File: src/rtl/ir_key_scheduler.sv
// ir_key_scheduler
//
// Turns decoded IR remote frames into a clean key-event stream. New frames are detected on the
// rising edge of press. A frame carrying the same code as the key being held, and arriving
// inside the hold window, counts as a repeat frame. It does not count as a fresh press. Events
// are queued in a 4-entry FIFO behind a valid/ready handshake.
//
// Build option:
//   IR_AUTOREPEAT_EN  When defined, held-key repeat frames raise auto-repeat events and the FIFO
//                     stores the repeat flag (9-bit entries). When undefined, repeat frames only
//                     refresh the hold state, key_repeat is tied to 0 and entries are 8 bits.
//
// Ports:
//   clk         in   1 MHz system clock
//   rst         in   synchronous, active-high reset
//   code[7:0]   in   decoded command byte, valid while press=1
//   press       in   frame-complete level; a rising edge marks a new frame
//   key_ready   in   consumer accepts the head entry
//   key_code    out  head-entry command byte (0 when empty)
//   key_repeat  out  head entry is an auto-repeat event
//   key_valid   out  FIFO not empty
//   fifo_level  out  number of queued entries, 0..4
//   overflow    out  sticky, an event was dropped on a full FIFO

module ir_key_scheduler #(
    parameter logic [19:0] HOLD_WINDOW  = 20'd120000,
    parameter int unsigned REPEAT_FIRST = 4,
    parameter int unsigned REPEAT_EVERY = 2
) (
    input  logic       clk,
    input  logic       rst,
    input  logic [7:0] code,
    input  logic       press,
    input  logic       key_ready,
    output logic [7:0] key_code,
    output logic       key_repeat,
    output logic       key_valid,
    output logic [2:0] fifo_level,
    output logic       overflow
);

`ifdef IR_AUTOREPEAT_EN
    localparam int unsigned EntryW = 9;
`else
    localparam int unsigned EntryW = 8;
`endif

    localparam logic StIdle = 1'b0;
    localparam logic StHeld = 1'b1;

    // ---------------------------------------------------------------- frame edge detect
    logic       press_d;
    logic       armed;     // press_d holds a real sample of press=0 taken after reset
    logic       fe;        // registered frame event, true the cycle after the press rise
    logic [7:0] code_cap;

    always_ff @(posedge clk) begin
        if (rst) begin
            press_d  <= 1'b0;
            armed    <= 1'b0;
            fe       <= 1'b0;
            code_cap <= 8'h00;
        end else begin
            press_d <= press;
            fe      <= press & ~press_d & armed;
            if (!press) begin
                armed <= 1'b1;
            end
            if (press & ~press_d) begin
                code_cap <= code;
            end
        end
    end

    // ---------------------------------------------------------------- hold window
    logic [19:0] win;

    always_ff @(posedge clk) begin
        if (rst) begin
            win <= 20'd0;
        end else if (fe) begin
            win <= HOLD_WINDOW;
        end else if (win != 20'd0) begin
            win <= win - 20'd1;
        end
    end

    // ---------------------------------------------------------------- press / hold FSM
    logic       state;
    logic [7:0] last_code;
    logic [7:0] hold_cnt;
    logic [7:0] hold_nxt;
    logic       same_held;
    logic       rep_hit;
    int unsigned n_val;

    assign hold_nxt  = (hold_cnt == 8'hff) ? 8'hff : hold_cnt + 8'd1;
    assign same_held = (state == StHeld) && (code_cap == last_code) && (win != 20'd0);
    assign n_val     = 32'(hold_nxt);
    assign rep_hit   = (n_val >= REPEAT_FIRST) && (((n_val - REPEAT_FIRST) % REPEAT_EVERY) == 0);

    always_ff @(posedge clk) begin
        if (rst) begin
            state     <= StIdle;
            last_code <= 8'h00;
            hold_cnt  <= 8'h00;
        end else if (fe) begin
            if (same_held) begin
                hold_cnt <= hold_nxt;
            end else begin
                last_code <= code_cap;
                hold_cnt  <= 8'h00;
                state     <= StHeld;
            end
        end else if (state == StHeld && win == 20'd0) begin
            state <= StIdle;
        end
    end

    // ---------------------------------------------------------------- event generation
    logic              push;
    logic [EntryW-1:0] push_entry;

`ifdef IR_AUTOREPEAT_EN
    always_comb begin
        push       = 1'b0;
        push_entry = {1'b0, code_cap};
        if (fe) begin
            if (same_held) begin
                push       = rep_hit;
                push_entry = {1'b1, last_code};
            end else begin
                push = 1'b1;
            end
        end
    end
`else
    logic unused_rep_hit;
    assign unused_rep_hit = rep_hit;

    always_comb begin
        push       = fe & ~same_held;
        push_entry = code_cap;
    end
`endif

    // ---------------------------------------------------------------- event FIFO
    logic [EntryW-1:0] mem [4];
    logic [1:0]        wr_ptr;
    logic [1:0]        rd_ptr;
    logic [2:0]        count;
    logic              pop;
    logic              full;
    logic              push_ok;
    logic [EntryW-1:0] head;

    assign full    = (count == 3'd4);
    assign pop     = key_valid & key_ready;
    // A push into a full FIFO still lands when the head leaves in the same cycle.
    assign push_ok = push & (~full | pop);

    always_ff @(posedge clk) begin
        if (push_ok) begin
            mem[wr_ptr] <= push_entry;
        end
    end

    always_ff @(posedge clk) begin
        if (rst) begin
            wr_ptr   <= 2'd0;
            rd_ptr   <= 2'd0;
            count    <= 3'd0;
            overflow <= 1'b0;
        end else begin
            if (push_ok) begin
                wr_ptr <= wr_ptr + 2'd1;
            end
            if (pop) begin
                rd_ptr <= rd_ptr + 2'd1;
            end
            unique case ({push_ok, pop})
                2'b10:   count <= count + 3'd1;
                2'b01:   count <= count - 3'd1;
                default: count <= count;
            endcase
            if (push & full & ~pop) begin
                overflow <= 1'b1;
            end
        end
    end

    assign head       = mem[rd_ptr];
    assign key_valid  = (count != 3'd0);
    assign fifo_level = count;
    // Gate the head so stale RAM contents never show while empty.
    assign key_code   = key_valid ? head[7:0] : 8'h00;
`ifdef IR_AUTOREPEAT_EN
    assign key_repeat = key_valid & head[8];
`else
    assign key_repeat = 1'b0;
`endif

endmodule

File: config.mk
export PLATFORM = sky130hd
export DESIGN_NAME = ir_key_scheduler
export DESIGN_NICKNAME = d
export VERILOG_FILES = /design/src/rtl/ir_key_scheduler.sv
export SDC_FILE = /design/constraint.sdc
export NUM_CORES = 1
export LEC_CHECK = 0
export ABC_AREA = 1
export BUFFER_PORTS_ARGS = -buffer_cell sky130_fd_sc_hd__buf_2
export CAP_MARGIN = 40
export CORE_MARGIN = 2
export CORE_UTILIZATION = 53
export DETAILED_ROUTE_END_ITERATION = 8
export PLACE_DENSITY = 0.75
export SETUP_SLACK_MARGIN = 0.05
export SLEW_MARGIN = 40
export SYNTH_ARGS = -nofsm -noshare
export SYNTH_HDL_FRONTEND = slang
export SYNTH_SLANG_ARGS = --single-unit
File: constraint.sdc
create_clock -name clk -period 2.8 [get_ports clk]
set_clock_uncertainty 0.15 [all_clocks]
set_input_delay 0.28 -clock clk [delete_from_list [all_inputs] [get_ports clk]]
set_output_delay 0.28 -clock clk [all_outputs]
set_load 0.05 [all_outputs]
==> results of run 1 <==
critical path, stage by stage (launching register included):
cell and delay [ns]:
dfxtp_1 0.34, inv_1 0.14, ha_1 0.19, nand2_1 0.07, nor2_2 0.16, nand3_4 0.13
nand3_4 0.14, nand2_4 0.14, nand2_4 0.12, inv_1 0.05, fa_1 0.38, inv_1 0.08
nand2_2 0.06, a21oi_1 0.14, nor2_1 0.06
cells in the mapped netlist (3+ instances only):
cell / instances
nand3_1: 11
nor3_1: 7
ha_1: 6
nor2_1: 72
o21ai_1: 3
edfxtp_1: 32
nand2_1: 41
nand4_1: 4
o21ai_0: 38
nand2_2: 5
dfxtp_1: 50
xor2_1: 4
a21oi_1: 49
nor2_2: 4
xnor2_1: 3
clkbuf_1: 6
inv_1: 50
through the flow:
stage          hold slack, ns  utilization [%]  area [µm²]
2_1_floorplan           0.199                -        3610
3_3_place_gp            0.290             57.0        3810
3_5_place_dp            0.297             57.0        3810
4_1_cts                0.0294             60.0        4010
5_1_grt                0.0541             60.0        4010
6_report               0.0387             60.0        4010
sequential cells by signal, indices dropped and copies added (netlist names), 2 cells and up, named ones only:
name / count
code_cap: 8
fifo_level: 3
last_code: 8
wr_ptr: 2
rd_ptr: 2
mem: 32
win: 20
routing by layer:
layer	routed length [µm]	up-vias	track usage [%]
li1	-	1423	-
met1	3110	1300	23.3
met2	3560	48	35.9
met3	266	14	5.24
met4	134	0	8.52
met5	0	-	0
final cells by class:
cell class / count / area share [%]
Multi-Input combinational cell: 268 / 34.8
Inverter: 51 / 4.77
Sequential cell: 82 / 48.9
Timing Repair Buffer: 30 / 4.18
Tap cell: 80 / 2.50
Clock inverter: 7 / 1.75
Clock buffer: 9 / 3.09
worst paths after layout:
| path | end | slack [ns] | depth (start not counted) | startpoint |
|---|---|---|---|---|
| worst max-delay path | fifo_level[2]$_SDFFE_PP0P_ | 0.37 | 14 | win[0]$_SDFFE_PP0P_ |
| worst min-delay path | code_cap[4]$_SDFFE_PP0P_ | 0.04 | 3 | code[4] |
| worst max register to register | fifo_level[2]$_SDFFE_PP0P_ | 0.37 | 14 | win[0]$_SDFFE_PP0P_ |
| worst min register to register | fe$_SDFF_PP0_ | 0.32 | 2 | armed$_SDFFE_PP0N_ |
power groups by stage:
stage	Combinational, mW	Sequential [mW]	Clock (mW)
floorplan	1.39	1.62	0
global placement	1.72	1.61	0
detailed placement	1.75	1.62	0
global route	1.94	1.63	0.886
CTS	1.76	1.60	0.845
finish	1.76	1.60	0.825
cell families (layout without fill, tap and decap cells):
logic type	Yosys count	count (layout)	synth area share, %
AND/OR/NAND/NOR	156	156	20.4
flip-flops	82	82	54.4
AO/OA/AOI/OAI	97	97	13.9
adder cells (fa/ha/maj)	7	7	2.64
XOR/XNOR	7	7	1.70
buffers and inverters	62	97	6.90
other	1	1	0.104
==> flow_summary.toml, run 1 <==
[hold_path]
worstHoldPathType = "input port to register"

[cells_and_area]
area_growth_pct = 11.2
regArea_mm2 = 0.00196
fill_cells = 594
diodes = 0
multi_input_area_mm2 = 0.00140
final_cell_mix = "72 x nor2_1, 50 x inv_1, 50 x dfxtp_1, 49 x a21oi_1, 41 x nand2_1"
final_cells = 527
final_common_cell = "nor2_1"
drive_above_1_share_pct = 14.3
fin_nets = 461

[synth]
ys_warn_count = 0
yosysTopAreaCell = "dfxtp_1"
avgSynthCellArea_um2 = 8.76
netlist_area_mm2 = 0.00361
synthFlopType = "dfxtp_1"
yosysSeqAreaShare_pct = 54.4
synth.area.top_cells = "dfxtp_1 28%, edfxtp_1 27%, nor2_1 7.5%"
synth_edf_count = 32
synth_nets = 431
netlist_instances = 412
ys_ff_latch = 82
synth_top_area_share_pct = 27.7
yosysUniqueCellTypes = 38
async_flop_share_pct = 0

[floorplanning]
die_x_um = 86.5
io_pins = 26
initial_utilization_pct = 54.0
num_rows = 30
die_height_um = 86.5
die_area_mm2 = 0.00748
coreArea_mm2 = 0.00668

[power]
switching_share_pct = 45.4
comb_power_share_pct = 42.0
internal_power_mw = 2.28
leakage_nw = 1.60
power.density_mw_per_mm2 = 1040
sequentialPowerShare_pct = 38.3
p_switching_mw = 1.90
fin_total_pwr_mw = 4.18
power_frac_clock_pct = 19.7
ir_worst_vdd_v = 0.000606

[drt]
drt-total-wl_mm = 7.08
viasPerCell = 5.28
vias = 2785
wl_per_cell_um = 13.4
postRouteAntennaNets = 0
drc = 0
dr.pass1.iters = 4
drtIter0Drc = 138

[timing]
fin_crit_ns = 2.43
max_slew_margin_pct = 60.2
rsz0062_at_grt = "false"
setup_viol = 0
drv_slew = 0
setup_slack_ns = 0.366
fmax_mhz = 411
hold_viol_final = 0
setup_tns_ns = 0
fin_crit_sh_pct = 86.9
worstMarginPinSlew_ns = 0.597

[global_route]
antenna_found_initial = 0
grt_pass1_vias = 2648
grt_overflow_total = 0
grtUsageTotal_pct = 20.4
grt_max_degree = 24
grt_pass1_wl_mm = 11.9

[place]
place_inst = 510
hpwl_mm = 5.00
gp_congestion = 0.885
pre_cts_ws_ns = 0.384
portBuffers = 24

[clock_network]
htreeDepth = 3
cts.clk_slew.worst_paths_ns = 0.10
clk_latency_ns = 0.37
post_cts.repair.setup_buffers = 0
clk_path_buf_depth = 2
cts_sinks = 82
cts-buffers-inserted = 9
hold_buffers = 1
cts_resized = 0
root_buffer = "clkbuf_8"
cts_tree = "yes"

[run]
cap_violations = 0

[worst_setup_path]
cp.required_ns = 2.92
setup.worst_path.start_class = "register"
arrival_ns = 2.56
end_kind = "register"
worst-path-max-fanout = 17
critical_path_class = "register to register"

[outcome]
status = "finished clean"
No activity file was read; power rests on OpenSTA's default activity.
==> inputs of run 2 (changes only) <==
CORE_UTILIZATION = 42   (was 53)
PLACE_DENSITY = 0.63   (was 0.75)
clock period = 2.45 ns   (was 2.8 ns; I/O delays follow)
==> run 2 against run 1 <==
- wire length up 4.7%
- design area grew 2.3%
- maximum frequency rose by 9.6%
- worst hold slack lost 0.018 ns
- clock power increased by 24%
- sequential share of layout area fell by 0.97 points
- first-iteration DRC count rose by 1.4%
- core utilization fell by 10 points
==> flow_summary.toml, run 2 (synthesis results as in run 1) <==
[outcome]
status = "finished clean"

[timing]
hold_viol_final = 0
rsz0062_at_grt = "false"
fmax_mhz = 450
worstMarginPinSlew_ns = 0.587
fin_crit_sh_pct = 90.7
setup_tns_ns = 0
drv_slew = 0
max_slew_margin_pct = 60.8
setup_viol = 0
fin_crit_ns = 2.22

[clock_network]
root_buffer = "clkbuf_8"
clk_latency_ns = 0.35
cts.clk_slew.worst_paths_ns = 0.09
cts-buffers-inserted = 9
htreeDepth = 3
post_cts.repair.setup_buffers = 0
cts_sinks = 82
cts_tree = "yes"
clk_path_buf_depth = 2

[cells_and_area]
fin_area_mm2 = 0.00410
final_cell_mix = "71 x nor2_1, 49 x inv_1, 49 x a21oi_1, 46 x dfxtp_1, 41 x nand2_1"
diodes = 0
final_common_cell = "nor2_1"
fin_nets = 466
largest-register = "mem"
largest_reg_flops = 32
area_growth_pct = 13.7
drive_above_1_share_pct = 16.6
reg_top3 = "mem x32, win x20"

[floorplanning]
io_pins = 26
die_area_mm2 = 0.00935
die_height_um = 96.7
num_rows = 33
die_x_um = 96.7
coreArea_mm2 = 0.00826
initial_utilization_pct = 43.7

[place]
place_area_mm2 = 0.00388
gp_congestion = 0.824
portBuffers = 24
hpwl_mm = 5.13

[run]
cap_violations = 0

[hold_path]
worstHoldPathType = "input port to register"

[drt]
dr.pass1.iters = 4
drtIter0Drc = 140
viasPerCell = 5.05
drt-total-wl_mm = 7.41
wl_per_cell_um = 13.3
vias = 2814
postRouteAntennaNets = 0
drc = 0

[worst_setup_path]
critical_path_class = "register to register"
worst-path-max-fanout = 6
arrival_ns = 2.32
setup.worst_path.start_class = "register"
end_kind = "register"
cp.required_ns = 2.55

[power]
leakage_nw = 1.63
power.density_mw_per_mm2 = 1200
ir_worst_vdd_v = 0.000961

[global_route]
grt_pass1_vias = 2683
grt_pass1_wl_mm = 12.5
grtUsageTotal_pct = 16.6
grt_overflow_total = 0
grt_max_degree = 24
antenna_found_initial = 0
-- run 2: worst paths after layout --
| check | slack (ns) | endpoint | cells past startpoint | start |
|---|---|---|---|---|
| setup reg to reg | 0.23 | fifo_level[2]$_SDFFE_PP0P_ | 14 | win[0]$_SDFFE_PP0P_ |
| setup / recovery | 0.23 | fifo_level[2]$_SDFFE_PP0P_ | 14 | win[0]$_SDFFE_PP0P_ |
| hold / removal | 0.02 | code_cap[4]$_SDFFE_PP0P_ | 3 | code[4] |
| hold reg to reg | 0.31 | fe$_SDFF_PP0_ | 2 | armed$_SDFFE_PP0N_ |
-- run 2: layer usage --
layer  vias up  part of all wire (%)  global-route usage [%]  wire, µm
met3         8                   3.1                    2.96       232
met5         -                     0                       0         0
met2        54                    48                    27.2      3550
met4         0                   1.2                    6.83        89
li1       1436                     -                       -         -
met1      1316                    48                    21.7      3530
-- run 2: power by group --
part / switching [mW] / total [mW] / internal (mW)
Sequential: 0.185 / 1.81 / 1.63
Clock: 0.527 / 1.02 / 0.490
Combinational: 1.46 / 2.08 / 0.619
-- run 2: worst max-delay path, cell delays in order (launching register included) --
cell,delay [ns]
dfxtp_2,0.35
inv_2,0.09
ha_1,0.17
nand2_1,0.06
nor2_2,0.13
nand3_4,0.13
nand3_4,0.12
nand2_4,0.06
nand2_4,0.08
inv_1,0.05
fa_1,0.38
inv_1,0.08
nand2_2,0.06
a21oi_1,0.13
nor2_1,0.06
-- run 2: area by class of cell --
class	count	area (µm²)
clock inverter	7	85.1
multi-input combinational	268	1400
timing repair buffer	35	205
fill	801	4160
tap	105	131
sequential	82	1970
inverter	51	191
clock buffer	9	124
-- run 2: timing repair --
action	4_1_cts	5_1_grt
resized for setup	0	3
hold buffers	1	0
endpoints found under the setup margin	0	1
endpoints found under the hold margin	2	0
-- run 2: stage by stage --
step	hold WS (ns)	std cells	worst slack [ns]	power, mW	util (%)
floorplan	0.164	412	0.108	3.44	-
global placement	0.295	540	0.221	3.88	47.0
detailed placement	0.295	540	0.124	3.90	47.0
CTS	0.0129	557	0.0956	4.93	49.6
global route	0.0175	557	0.0662	5.25	49.7
finish	0.0211	557	0.229	4.91	49.7
==> inputs of run 3 (changes only) <==
CORE_ASPECT_RATIO = 0.6   (was default)
==> run 3 against run 2 <==
- core utilization decreased by 0.17 points
- wire length increased by 4.4%
- maximum frequency decreased by 3.1%
- die area increased by 0.26%
- non-clock buffer count decreased by 3
- largest power group unchanged
==> flow_summary.toml, run 3 (synthesis results as in run 1) <==
[outcome]
status = "finished clean"

[floorplanning]
die_height_um = 75.8
die_area_mm2 = 0.00937
num_rows = 26
initial_utilization_pct = 42.8
coreArea_mm2 = 0.00843
io_pins = 26
die_x_um = 124

[cells_and_area]
diodes = 0
fin_nets = 463
largest-register = "mem"
reg_top3 = "mem x32, win x20"
largest_reg_flops = 32
final_common_cell = "nor2_1"
area_growth_pct = 15.6
fill_cells = 776
final_cell_mix = "72 x nor2_1, 50 x inv_1, 49 x a21oi_1, 47 x dfxtp_1, 41 x nand2_1"
drive_above_1_share_pct = 15.1
utilization_pct = 49.5

[global_route]
antenna_found_initial = 0
grt_max_degree = 24
grtUsageTotal_pct = 17.7
grt_overflow_total = 0
grt_pass1_vias = 2372
grt_pass1_wl_mm = 12.0

[worst_setup_path]
crit_path_max_incr_delay_ns = 0.56
cp_slowest_cell = "dfxtp_1"
worst-path-max-fanout = 9
cp_cell_sequence = "inv_1 -> nor2_1 -> o21ai_0 -> a21oi_1 -> buf_2"
setup.worst_path.start_class = "register"
end_kind = "primary output"
cp.required_ns = 2.06
arrival_ns = 1.90
critical_path_class = "register to primary output"

[timing]
fin_crit_ns = 2.29
rsz0062_at_grt = "false"
hold_viol_final = 0
drv_slew = 0
fin_crit_sh_pct = 93.5
max_slew_margin_pct = 56.0
worstMarginPinSlew_ns = 0.660
fmax_mhz = 436
setup_viol = 0
setup_tns_ns = 0

[drt]
drc = 0
viasPerCell = 4.90
vias = 2751
drtIter0Drc = 179
postRouteAntennaNets = 0
dr.pass1.iters = 5
drt-total-wl_mm = 7.73
wl_per_cell_um = 13.8

[clock_network]
clk_path_buf_depth = 2
root_buffer = "clkbuf_16"
htreeDepth = 3
cts.clk_slew.worst_paths_ns = 0.06
cts-buffers-inserted = 9
clk_latency_ns = 0.34
cts_tree = "yes"
cts_sinks = 82

[place]
portBuffers = 24
hpwl_mm = 5.43
gp_congestion = 0.857

[power]
p_switching_mw = 2.19
ir_worst_vdd_v = 0.000471
sequentialPowerShare_pct = 34.9
comb_power_share_pct = 39.9
power_frac_clock_pct = 25.2
power.density_mw_per_mm2 = 1250
internal_power_mw = 3.02
switching_share_pct = 42.0
leakage_nw = 1.65

[run]
cap_violations = 0

[hold_path]
worstHoldPathType = "input port to register"
==> run 3: cell count changes in the layout (fill, tap and decap cells not counted), moves of 2 or more <==
| cell | previous run | this run |
|---|---|---|
| inv_8 | 2 | 0 |
| buf_4 | 10 | 7 |
| clkbuf_16 | 0 | 9 |
| clkbuf_8 | 9 | 0 |
==> run 3: cell type report <==
type                            instances  area, µm²  share of cell area [%]
Timing Repair Buffer                   32        183                    4.38
Tap cell                              112        140                    3.36
Inverter                               51        191                    4.59
Clock buffer                            9        225                    5.40
Clock inverter                          7       70.1                    1.68
Sequential cell                        82       1970                    47.1
Multi-Input combinational cell        268       1400                    33.5
==> run 3: final timing paths <==
kind	to	slack, ns	startpoint	cells past startpoint
worst max-delay path	key_code[2]	0.16	register	5
worst min-delay path	code_cap[4]$_SDFFE_PP0P_	0.03	code[4]	3
worst max register to register	fifo_level[2]$_SDFFE_PP0P_	0.18	win[0]$_SDFFE_PP0P_	14
worst min register to register	fe$_SDFF_PP0_	0.30	armed$_SDFFE_PP0N_	2
==> run 3: timing repair <==
| action | 4_1_cts | 5_1_grt |
|---|---|---|
| endpoints found under the setup margin | 0 | 1 |
| buffers inserted | 0 | 0 |
| endpoints found under the hold margin | 2 | 0 |
| hold buffers | 1 | 0 |
| gates resized for setup | 0 | 0 |
==> run 3: per-layer routing <==
layer,wire (µm),GRT usage (%),part of all wire [%],vias to the layer above
met1,4090,26.7,53,1240
met3,538,6.51,7.0,8
met2,3040,23.3,39,81
met4,72,5.30,0.93,0
met5,0,0,0,-
li1,-,-,-,1422
==> run 3: power groups by stage <==
stage	sequential (mW)	combinational, mW	clock (mW)
after global placement	1.84	2.04	0
final	1.82	2.07	1.31
after global routing	1.85	2.29	1.40
after detailed placement	1.84	2.05	0
after CTS	1.81	2.07	1.35
after floorplan	1.86	1.59	0
==> run 3: worst max-delay path: cells and delay by family, from the launching register on <==
kind,cells,cell delay (ns)
AO/OA/AOI/OAI,2,0.29
buffers and inverters,2,0.57
flip-flops,1,0.56
AND/OR/NAND/NOR,1,0.15
==> run 3: through the flow <==
| step | std cells | setup slack (ns) | hold WS [ns] | area (µm²) | power [mW] |
|---|---|---|---|---|---|
| final | 561 | 0.158 | 0.0323 | 4170 | 5.20 |
| after global routing | 561 | 0.0500 | 0.0446 | 4170 | 5.54 |
| after CTS | 561 | 0.171 | 0.0236 | 4170 | 5.23 |
| after detailed placement | 544 | 0.194 | 0.291 | 3870 | 3.89 |
| after global placement | 544 | 0.263 | 0.288 | 3870 | 3.87 |
| after floorplan | 412 | 0.108 | 0.164 | 3610 | 3.44 |
